<file path="src/rtl/adpll_pkg.sv">
`default_nettype none
// ============================================================================
// Module      : adpll_pkg (package)
// Description : Constants and helpers shared by the ADPLL blocks: the K-counter,
//               the ID counter and the DCO divider.
//               K_MIN            smallest legal modulus
//               DEF_WIDTH        default counter / modulus width
//               DEF_K_DEFAULT    default modulus loaded at reset
//               clamp_k(k)       returns max(k, K_MIN)
// Revision    : 1.0  initial release
// ============================================================================
package adpll_pkg;

    localparam int unsigned K_MIN         = 2;
    localparam int          DEF_WIDTH     = 8;
    localparam int          DEF_K_DEFAULT = 16;

    // A modulus of 0 or 1 would make the wrap compare (k-1) degenerate, so
    // anything below K_MIN is raised to K_MIN.
    function automatic int unsigned clamp_k(input int unsigned k);
        return (k < K_MIN) ? K_MIN : k;
    endfunction

endpackage : adpll_pkg
`default_nettype wire

</file>
<file path="src/rtl/mod_k_stage.sv">
`default_nettype none
// ============================================================================
// Module      : mod_k_stage
// Description : One modulo-K counter. Counts 0..k-1 on each edge with inc=1
//               and emits a registered one-cycle wrap pulse in the cycle after
//               the edge on which it wrapped k-1 -> 0.
// Ports       : clk   in   1      rising-edge clock
//               rst   in   1      synchronous active-high reset
//               inc   in   1      advance the count this edge
//               clr   in   1      clear the count (beats inc)
//               k     in   WIDTH  modulus in force (>= 2)
//               cnt   out  WIDTH  current count
//               wrap  out  1      one-cycle pulse after a wrap
// Revision    : 1.0  initial release
// ============================================================================
module mod_k_stage
    import adpll_pkg::*;
#(
    parameter int WIDTH = DEF_WIDTH
) (
    input  logic             clk,
    input  logic             rst,
    input  logic             inc,
    input  logic             clr,
    input  logic [WIDTH-1:0] k,
    output logic [WIDTH-1:0] cnt,
    output logic             wrap
);

    logic [WIDTH-1:0] r_cnt;
    logic             r_wrap;
    logic             w_last;

    // The count never reaches k, so equality with k-1 is the only wrap point.
    assign w_last = (r_cnt == (k - WIDTH'(1)));

    always_ff @(posedge clk) begin
        if (rst || clr) begin
            r_cnt  <= '0;
            r_wrap <= 1'b0;
        end else if (inc) begin
            r_cnt  <= w_last ? '0 : (r_cnt + WIDTH'(1));
            r_wrap <= w_last;
        end else begin
            r_wrap <= 1'b0;
        end
    end

    assign cnt  = r_cnt;
    assign wrap = r_wrap;

endmodule : mod_k_stage
`default_nettype wire

</file>
<file path="src/rtl/k_counter_updn.sv">
`default_nettype none
// ============================================================================
// Module      : k_counter_updn
// Description : ADPLL K-counter (loop filter). An up and a down modulo-K
//               counter advance on enabled clocks according to the phase
//               detector error dn_up; each wrap yields a one-cycle carry or
//               borrow pulse. The modulus can be reloaded at run time.
// Ports       : clk     in   1      rising-edge clock
//               rst     in   1      synchronous active-high reset
//               en      in   1      count enable
//               dn_up   in   1      0 = up counter, 1 = down counter
//               k_mod   in   WIDTH  new modulus, taken when k_load=1
//               k_load  in   1      load modulus (values 0/1 clamp to 2)
//               carry   out  1      pulse after up counter wrap
//               borrow  out  1      pulse after down counter wrap
//               up_cnt  out  WIDTH  up counter value
//               dn_cnt  out  WIDTH  down counter value
//               k_cur   out  WIDTH  modulus in force
//               up_sq   out  1      (K_SQUARE_OUT_EN only) up_cnt >= k_cur/2
//               dn_sq   out  1      (K_SQUARE_OUT_EN only) dn_cnt >= k_cur/2
// Config      : define K_SQUARE_OUT_EN to add the up_sq/dn_sq square outputs.
// Revision    : 1.0  initial release
// ============================================================================
module k_counter_updn
    import adpll_pkg::*;
#(
    parameter int WIDTH     = DEF_WIDTH,
    parameter int K_DEFAULT = DEF_K_DEFAULT
) (
    input  logic             clk,
    input  logic             rst,
    input  logic             en,
    input  logic             dn_up,
    input  logic [WIDTH-1:0] k_mod,
    input  logic             k_load,
    output logic             carry,
    output logic             borrow,
    output logic [WIDTH-1:0] up_cnt,
    output logic [WIDTH-1:0] dn_cnt,
`ifdef K_SQUARE_OUT_EN
    output logic             up_sq,
    output logic             dn_sq,
`endif
    output logic [WIDTH-1:0] k_cur
);

    localparam logic [WIDTH-1:0] c_k_reset = WIDTH'(K_DEFAULT);

    logic [WIDTH-1:0] r_k_cur;
    logic [WIDTH-1:0] w_k_load_val;
    logic             w_up_inc;
    logic             w_dn_inc;
    logic [WIDTH-1:0] w_up_cnt;
    logic [WIDTH-1:0] w_dn_cnt;
    logic             w_up_wrap;
    logic             w_dn_wrap;

    assign w_k_load_val = WIDTH'(clamp_k(32'(k_mod)));

    // A load clears both counters on the same edge, so it must also suppress
    // counting; otherwise a stale wrap could fire against the new modulus.
    assign w_up_inc = en && !dn_up && !k_load;
    assign w_dn_inc = en &&  dn_up && !k_load;

    always_ff @(posedge clk) begin
        if (rst) begin
            r_k_cur <= c_k_reset;
        end else if (k_load) begin
            r_k_cur <= w_k_load_val;
        end
    end

    mod_k_stage #(
        .WIDTH (WIDTH)
    ) u_up_stage (
        .clk  (clk),
        .rst  (rst),
        .inc  (w_up_inc),
        .clr  (k_load),
        .k    (r_k_cur),
        .cnt  (w_up_cnt),
        .wrap (w_up_wrap)
    );

    mod_k_stage #(
        .WIDTH (WIDTH)
    ) u_dn_stage (
        .clk  (clk),
        .rst  (rst),
        .inc  (w_dn_inc),
        .clr  (k_load),
        .k    (r_k_cur),
        .cnt  (w_dn_cnt),
        .wrap (w_dn_wrap)
    );

`ifdef K_SQUARE_OUT_EN
    logic             r_up_sq;
    logic             r_dn_sq;
    logic [WIDTH-1:0] w_half_k;

    assign w_half_k = r_k_cur >> 1;

    // Registered compare of the present count: the square edge trails the
    // count by one clock, which keeps the duty at ~50% for a DCO reference.
    always_ff @(posedge clk) begin
        if (rst) begin
            r_up_sq <= 1'b0;
            r_dn_sq <= 1'b0;
        end else begin
            r_up_sq <= (w_up_cnt >= w_half_k);
            r_dn_sq <= (w_dn_cnt >= w_half_k);
        end
    end

    assign up_sq = r_up_sq;
    assign dn_sq = r_dn_sq;
`endif

    assign carry  = w_up_wrap;
    assign borrow = w_dn_wrap;
    assign up_cnt = w_up_cnt;
    assign dn_cnt = w_dn_cnt;
    assign k_cur  = r_k_cur;

endmodule : k_counter_updn
`default_nettype wire

</file>
<file path="config.mk">
export PLATFORM = sky130hd
export DESIGN_NAME = k_counter_updn
export DESIGN_NICKNAME = d
export VERILOG_FILES = /design/src/rtl/adpll_pkg.sv /design/src/rtl/mod_k_stage.sv /design/src/rtl/k_counter_updn.sv
export SDC_FILE = /design/constraint.sdc
export NUM_CORES = 1
export LEC_CHECK = 0
export CORE_UTILIZATION = 54
export CTS_CLUSTER_DIAMETER = 200
export DETAILED_ROUTE_END_ITERATION = 10
export PLACE_DENSITY = 0.94
export SLEW_MARGIN = 20
export SYNTH_ARGS = -nofsm -noshare
export SYNTH_HDL_FRONTEND = slang
export SYNTH_HIERARCHICAL = 1
export SYNTH_SLANG_ARGS = --single-unit
</file>
<file path="constraint.sdc">
create_clock -name clk -period 3.8 [get_ports clk]
set_clock_uncertainty 0.15 [all_clocks]
set_input_delay 0.57 -clock clk [delete_from_list [all_inputs] [get_ports clk]]
set_output_delay 0.57 -clock clk [all_outputs]
set_load 0.01 [all_outputs]
</file>
==> impl_metrics.json, run 1 <==
{
  "grt_pass1_wl_mm": 6.85,
  "core_area_sq_mm": 0.00303,
  "ys_top_cells_by_area": "dfxtp_1 (30%), xnor2_1 (7.2%), xor2_1 (7.2%), nor3b_1 (4.8%), nor2b_1 (4.4%)",
  "hold_viol": 0,
  "ys_ff_latch": 26,
  "status": "finished clean",
  "postCtsSetupRepairBufs": 0,
  "clock_sinks": 26,
  "layout_min_cycle_time_ns": 2.73,
  "power_leakage_uw": 0.000756,
  "power_density_mw_per_mm2": 245,
  "setup-tns-final_ns": 0,
  "cts_resized": 0,
  "start_util_pct": 56.6,
  "utilization_pct": 70.7,
  "layout.nets": 252,
  "htree_levels": 1,
  "fillCellCount": 253,
  "cts_root_buf": "clkbuf_4",
  "diodes": 0,
  "synth_warnings": 6,
  "synth_edf_count": 0,
  "synth.avg_cell_area_sq_um": 8.61,
  "areaGrowthSynthToFinish_pct": 25.1,
  "clkTransAtPathRegs_ns": 0.14,
  "vias": 1633,
  "worstMarginPinSlew_ns": 0.629,
  "grt_usage_pct": 26.0,
  "clk_path_buf_depth": 2,
  "instances_no_fill": 277,
  "relSlewSlack_pct": 57.9,
  "crit_type": "flop to flop",
  "synth_top_cell_by_area": "dfxtp_1",
  "clk_latency_ns": 0.32,
  "report.power.total_uw": 526,
  "grt_max_degree": 17,
  "dieWidth_um": 58.3,
  "dieArea_sq_mm": 0.00340,
  "rows": 20,
  "maxCapViolCount": 0,
  "ys_seq_area_share_pct": 30.4,
  "netlist.area_leader.share_pct": 30.4,
  "drt_iter0_markers": 108,
  "async_flop_share_pct": 0,
  "dp.cells": 274,
  "grt_overflow": 0,
  "wl_per_cell_um": 14.8,
  "startpoint_type": "flop",
  "rsz0062_at_grt": "false",
  "final-setup-viol-count": 0,
  "drt_pass1_iterations": 4,
  "ys_top_cells_by_count": "dfxtp_1 (26), a21oi_1 (14), xnor2_1 (14), xor2_1 (14), nor2b_1 (12)",
  "gp_congestion": 0.848,
  "synth_nets": 216,
  "io_pins": 39,
  "remaining_drc_errors": 0,
  "cts_inserted_buffers": 3,
  "endpoint_kind": "flop",
  "timing.fmax_ghz": 0.367,
  "yosysUniqueCellTypes": 38,
  "ctsHoldBuffers": 0,
  "crit_arrival_ns": 2.80,
  "period_share_pct": 71.8,
  "antenna_found_initial": 0,
  "final_max_slew_viol_count": 0,
  "synth_cells": 199,
  "first_global_vias": 1539,
  "drt-total-wl_mm": 4.11,
  "cts_tree": "built",
  "synth_area_sq_mm": 0.00171,
  "post-dp-hpwl_mm": 2.92,
  "hp-class": "flop to flop",
  "ant_nets": 0,
  "required_ns": 3.87,
  "holdWs_ns": 0.417,
  "ir_worst_vdd_v": 0.000199,
  "drive_above_1_share_pct": 6.44,
  "via_per_inst": 5.90,
  "io_buffers": 38,
  "synth_most_common_cell": "dfxtp_1",
  "worst-path-max-fanout": 14,
  "synth_flop_cell": "dfxtp_1",
  "die_h_um": 58.3
}
[cells in the final DEF (no fill, tap or decap), types with 2 or more instances in the layout]
master,n
o31ai_1,4
nand2b_1,10
nor3_1,7
o21ai_0,2
nand2_1,11
o21bai_1,4
o2111ai_1,2
nor4_1,2
o211ai_1,2
ha_1,4
o22ai_1,2
a31oi_1,2
or2_2,4
xnor2_1,14
inv_1,4
nand4_1,6
nor4_4,2
clkdlybuf4s50_1,38
a211oi_1,2
nand3_1,2
mux2i_1,5
and4_1,2
or3b_4,2
dfxtp_1,26
clkbuf_4,3
nand3b_1,2
nor2_1,10
xor2_1,14
nor3b_1,11
nor2b_1,12
a21oi_1,14
and3_1,2
[report_power, final]
part,internal [uW],total (uW),switching (uW)
Clock,37.1,119,81.5
Sequential,278,298,20.1
Combinational,58.3,108,50.1
Total,374,526,152
[cells by family after synthesis]
logic type | after synthesis | synth area share (%)
simple gates | 87 | 32.1
compound gates | 37 | 14.3
fa+ha+maj | 4 | 2.92
buf+inv | 12 | 2.99
xor+xnor | 28 | 14.3
mux | 5 | 2.92
flops | 26 | 30.4
[through the flow]
stage | instance area (sq um) | setup WS, ns
global route | 2140 | 0.870
detailed placement | 2120 | 0.864
floorplan | 1710 | 1.39
finish | 2140 | 1.07
CTS | 2140 | 1.11
global placement | 2120 | 0.958
[routing by layer]
metal	GRT usage (%)	up-vias	wire length, um
met3	2.42	6	226
met2	44.2	67	2020
met1	33.5	780	1810
met4	11.9	0	63
li1	-	780	-
met5	0	-	0
[sequential cells by signal, summed over array words and instances (netlist names)]
name and cells:
k_cur 8, u_up_stage/cnt 8, u_up_stage/wrap 1, u_dn_stage/wrap 1, u_dn_stage/cnt 8
[path summary, 6_finish.rpt]
kind	startpoint	to	slack [ns]	cells after the start
hold reg to reg	u_up_stage/cnt[1]	u_up_stage/cnt[1]	0.42	2
setup / recovery	k_cur[0]	u_dn_stage/cnt[3]	1.07	8
hold / removal	u_up_stage/cnt[1]	u_up_stage/cnt[1]	0.42	2
setup reg to reg	k_cur[0]	u_dn_stage/cnt[3]	1.07	8
[worst max-delay path, stage by stage (launching register included)]
cell	delay, ns
dfxtp_1	0.67
inv_1	0.10
ha_1	0.33
o21bai_1	0.22
a211oi_1	0.27
o21bai_1	0.10
nor2b_1	0.17
or3b_4	0.46
nor3b_1	0.16
[final cells by class]
class | instances | area [sq um] | share of cell area, %
timing repair buffer | 39 | 388 | 18.1
multi-input combinational | 161 | 1140 | 53.3
inverter | 4 | 15.0 | 0.701
clock buffer | 3 | 22.5 | 1.05
tap | 44 | 55.1 | 2.57
sequential | 26 | 520 | 24.3
Power figures use the tool's default switching activity.
==> run 2: changes to the inputs <==
- CORE_UTILIZATION: 54 -> 45
- PLACE_DENSITY: 0.94 -> 0.85
- clock period: 3.8 -> 2.4 ns (I/O delays scaled with it)
==> run 2 against run 1 <==
  * Final area grew 4.8%
  * Register-to-register slack lost 0.99 ns
  * Routed wire length shrank 0.61%
==> impl_metrics.json, run 2 (synthesis gave the netlist of run 1 again) <==
{
  "setup-tns-final_ns": 0,
  "reg2reg_depth": 8,
  "wl_per_cell_um": 14.1,
  "endpoint_kind": "flop",
  "cts_inserted_buffers": 3,
  "cts_root_buf": "clkbuf_8",
  "met3WireLength_um": 126,
  "cp_cell_sequence": "inv_1 -> ha_1 -> o21bai_1 -> a211oi_1 -> o21bai_1 -> nor2b_1 -> or3b_4 -> nor3b_1",
  "final_max_slew_viol_count": 0,
  "rr_endpoint": "u_dn_stage/cnt[4]",
  "power_leakage_uw": 0.000810,
  "p_sw_uw": 254,
  "r2r_setup_slack_ns": 0.08,
  "internal-power_uw": 688,
  "final_cell_mix": "clkdlybuf4s50_1 (38), dfxtp_1 (22), a21oi_1 (14), xor2_1 (14), xnor2_1 (14)",
  "gp_congestion": 0.792,
  "diodes": 0,
  "wl_met1_mm": 2.00,
  "ctsHoldBuffers": 0,
  "crit_type": "flop to flop",
  "core_area_sq_mm": 0.00366,
  "path_depth": 8,
  "htree_levels": 1,
  "maxCapViolCount": 0,
  "fillCellCount": 319,
  "io_buffers": 38,
  "rsz0062_at_grt": "false",
  "start_util_pct": 46.8,
  "postCtsSetupRepairBufs": 0,
  "final_common_cell": "clkdlybuf4s50_1",
  "cp-endpoint": "u_dn_stage/cnt[4]",
  "startpoint_type": "flop",
  "relSlewSlack_pct": 67.9,
  "crit_buf_inv": 1,
  "layout.nets": 260,
  "ant_nets": 0,
  "crit_arrival_ns": 2.34,
  "layout_min_cycle_time_ns": 2.32,
  "dpl_worst_slack_ns": 0.0912,
  "instances_no_fill": 290,
  "status": "finished clean",
  "ir_worst_vdd_v": 0.000232,
  "post-route-worst-setup-slack_ns": 0.0804,
  "clock_power_share_pct": 30.4,
  "grt_overflow": 0,
  "hold_viol": 0,
  "grt_pass1_wl_mm": 6.81,
  "post-dp-hpwl_mm": 2.96,
  "dieArea_sq_mm": 0.00406,
  "grt_usage_pct": 21.3,
  "via_per_inst": 5.46,
  "cts_tree": "built",
  "remaining_drc_errors": 0,
  "period_share_pct": 96.6,
  "required_ns": 2.42,
  "cp-startpoint": "k_cur[0]",
  "final-setup-viol-count": 0,
  "crit_top_cell": "o21bai_1",
  "top_layer_used": "met4",
  "p_comb_share_pct": 19.9,
  "timing.critical_path.slowest_stage_cell": "or3b_4",
  "drt_pass1_iterations": 4,
  "clkTransAtPathRegs_ns": 0.09,
  "drt_iter0_markers": 74,
  "grt_max_degree": 17,
  "worstMarginPinSlew_ns": 0.481,
  "rr_startpoint": "k_cur[0]",
  "rows": 22,
  "drive_above_1_share_pct": 11.6,
  "clk_latency_ns": 0.27,
  "vias": 1584,
  "critPathMaxStageDelay_ns": 0.45,
  "path_delay_family": "simple AND/OR/NAND/NOR gates",
  "antenna_found_initial": 0,
  "first_global_vias": 1488,
  "drt-total-wl_mm": 4.09,
  "power_density_mw_per_mm2": 420,
  "clock_sinks": 26,
  "dieWidth_um": 63.7,
  "seq_power_share_pct": 49.7,
  "clk_path_buf_depth": 2,
  "io_pins": 39,
  "wl_met2_mm": 1.93,
  "hp-class": "flop to flop",
  "areaGrowthSynthToFinish_pct": 31.0,
  "worst-path-max-fanout": 6,
  "timing.fmax_ghz": 0.431,
  "dp.cells": 286,
  "power_switching_share_pct": 27.0,
  "die_h_um": 63.7
}
[run 2: cell types whose count changed in the layout (fill, tap and decap cells not counted)]
| cell | previous run | this run |
|---|---|---|
| clkbuf_4 | 3 | 0 |
| dfxtp_1 | 26 | 22 |
| dfxtp_2 | 0 | 4 |
| clkbuf_8 | 0 | 4 |
| buf_4 | 1 | 9 |
[run 2: per-layer routing]
layer	vias up	global-route usage, %
met5	-	0
met4	0	5.97
met3	2	2.72
met2	35	34.7
met1	753	29.0
li1	794	-
[run 2: area by class of cell]
class	instances	area (sq um)	share of cell area (%)
Inverter	4	15.0	0.669
Tap cell	48	60.1	2.68
Sequential cell	26	526	23.4
Timing Repair Buffer	47	448	20.0
Multi-Input combinational cell	161	1140	50.8
Clock buffer	4	55.1	2.45
[run 2: worst min path at each step]
stage | start | end | depth (start not counted)
3_5_place_dp | u_up_stage/cnt[1] | u_up_stage/cnt[1] | 2
5_1_grt | u_up_stage/cnt[1] | u_up_stage/cnt[1] | 2
4_1_cts | u_up_stage/cnt[1] | u_up_stage/cnt[1] | 2
3_3_place_gp | u_dn_stage/cnt[1] | u_dn_stage/cnt[1] | 2
2_1_floorplan | k_mod[4] | k_cur[4] | 1
6_report | u_dn_stage/cnt[1] | u_dn_stage/cnt[1] | 2
[run 2: tightest hold or removal path, cell delays in order (launching register included)]
cell and delay, ns:
dfxtp_1 0.38, nand2b_1 0.09, a21oi_1 0.05
[run 2: power by group through the flow]
stage / Sequential [uW] / Clock (uW) / Combinational (uW)
global route: 471 / 325 / 204
floorplan: 478 / 0 / 107
global placement: 477 / 0 / 178
detailed placement: 478 / 0 / 183
finish: 469 / 286 / 187
CTS: 468 / 300 / 184
[run 2: stage by stage]
stage | utilization, % | hold slack [ns] | total power [uW] | cell area (sq um)
finish | 61.3 | 0.417 | 942 | 2240
global route | 61.3 | 0.442 | 1000 | 2240
CTS | 61.2 | 0.418 | 952 | 2240
detailed placement | 59.7 | 0.400 | 661 | 2190
global placement | 59.7 | 0.397 | 655 | 2190
floorplan | - | 0.337 | 585 | 1710
[run 2: timing repair]
item / CTS / global route
gates resized for setup: 0 / 3
setup endpoints to repair: 0 / 10
endpoints found under the hold margin: 0 / 0
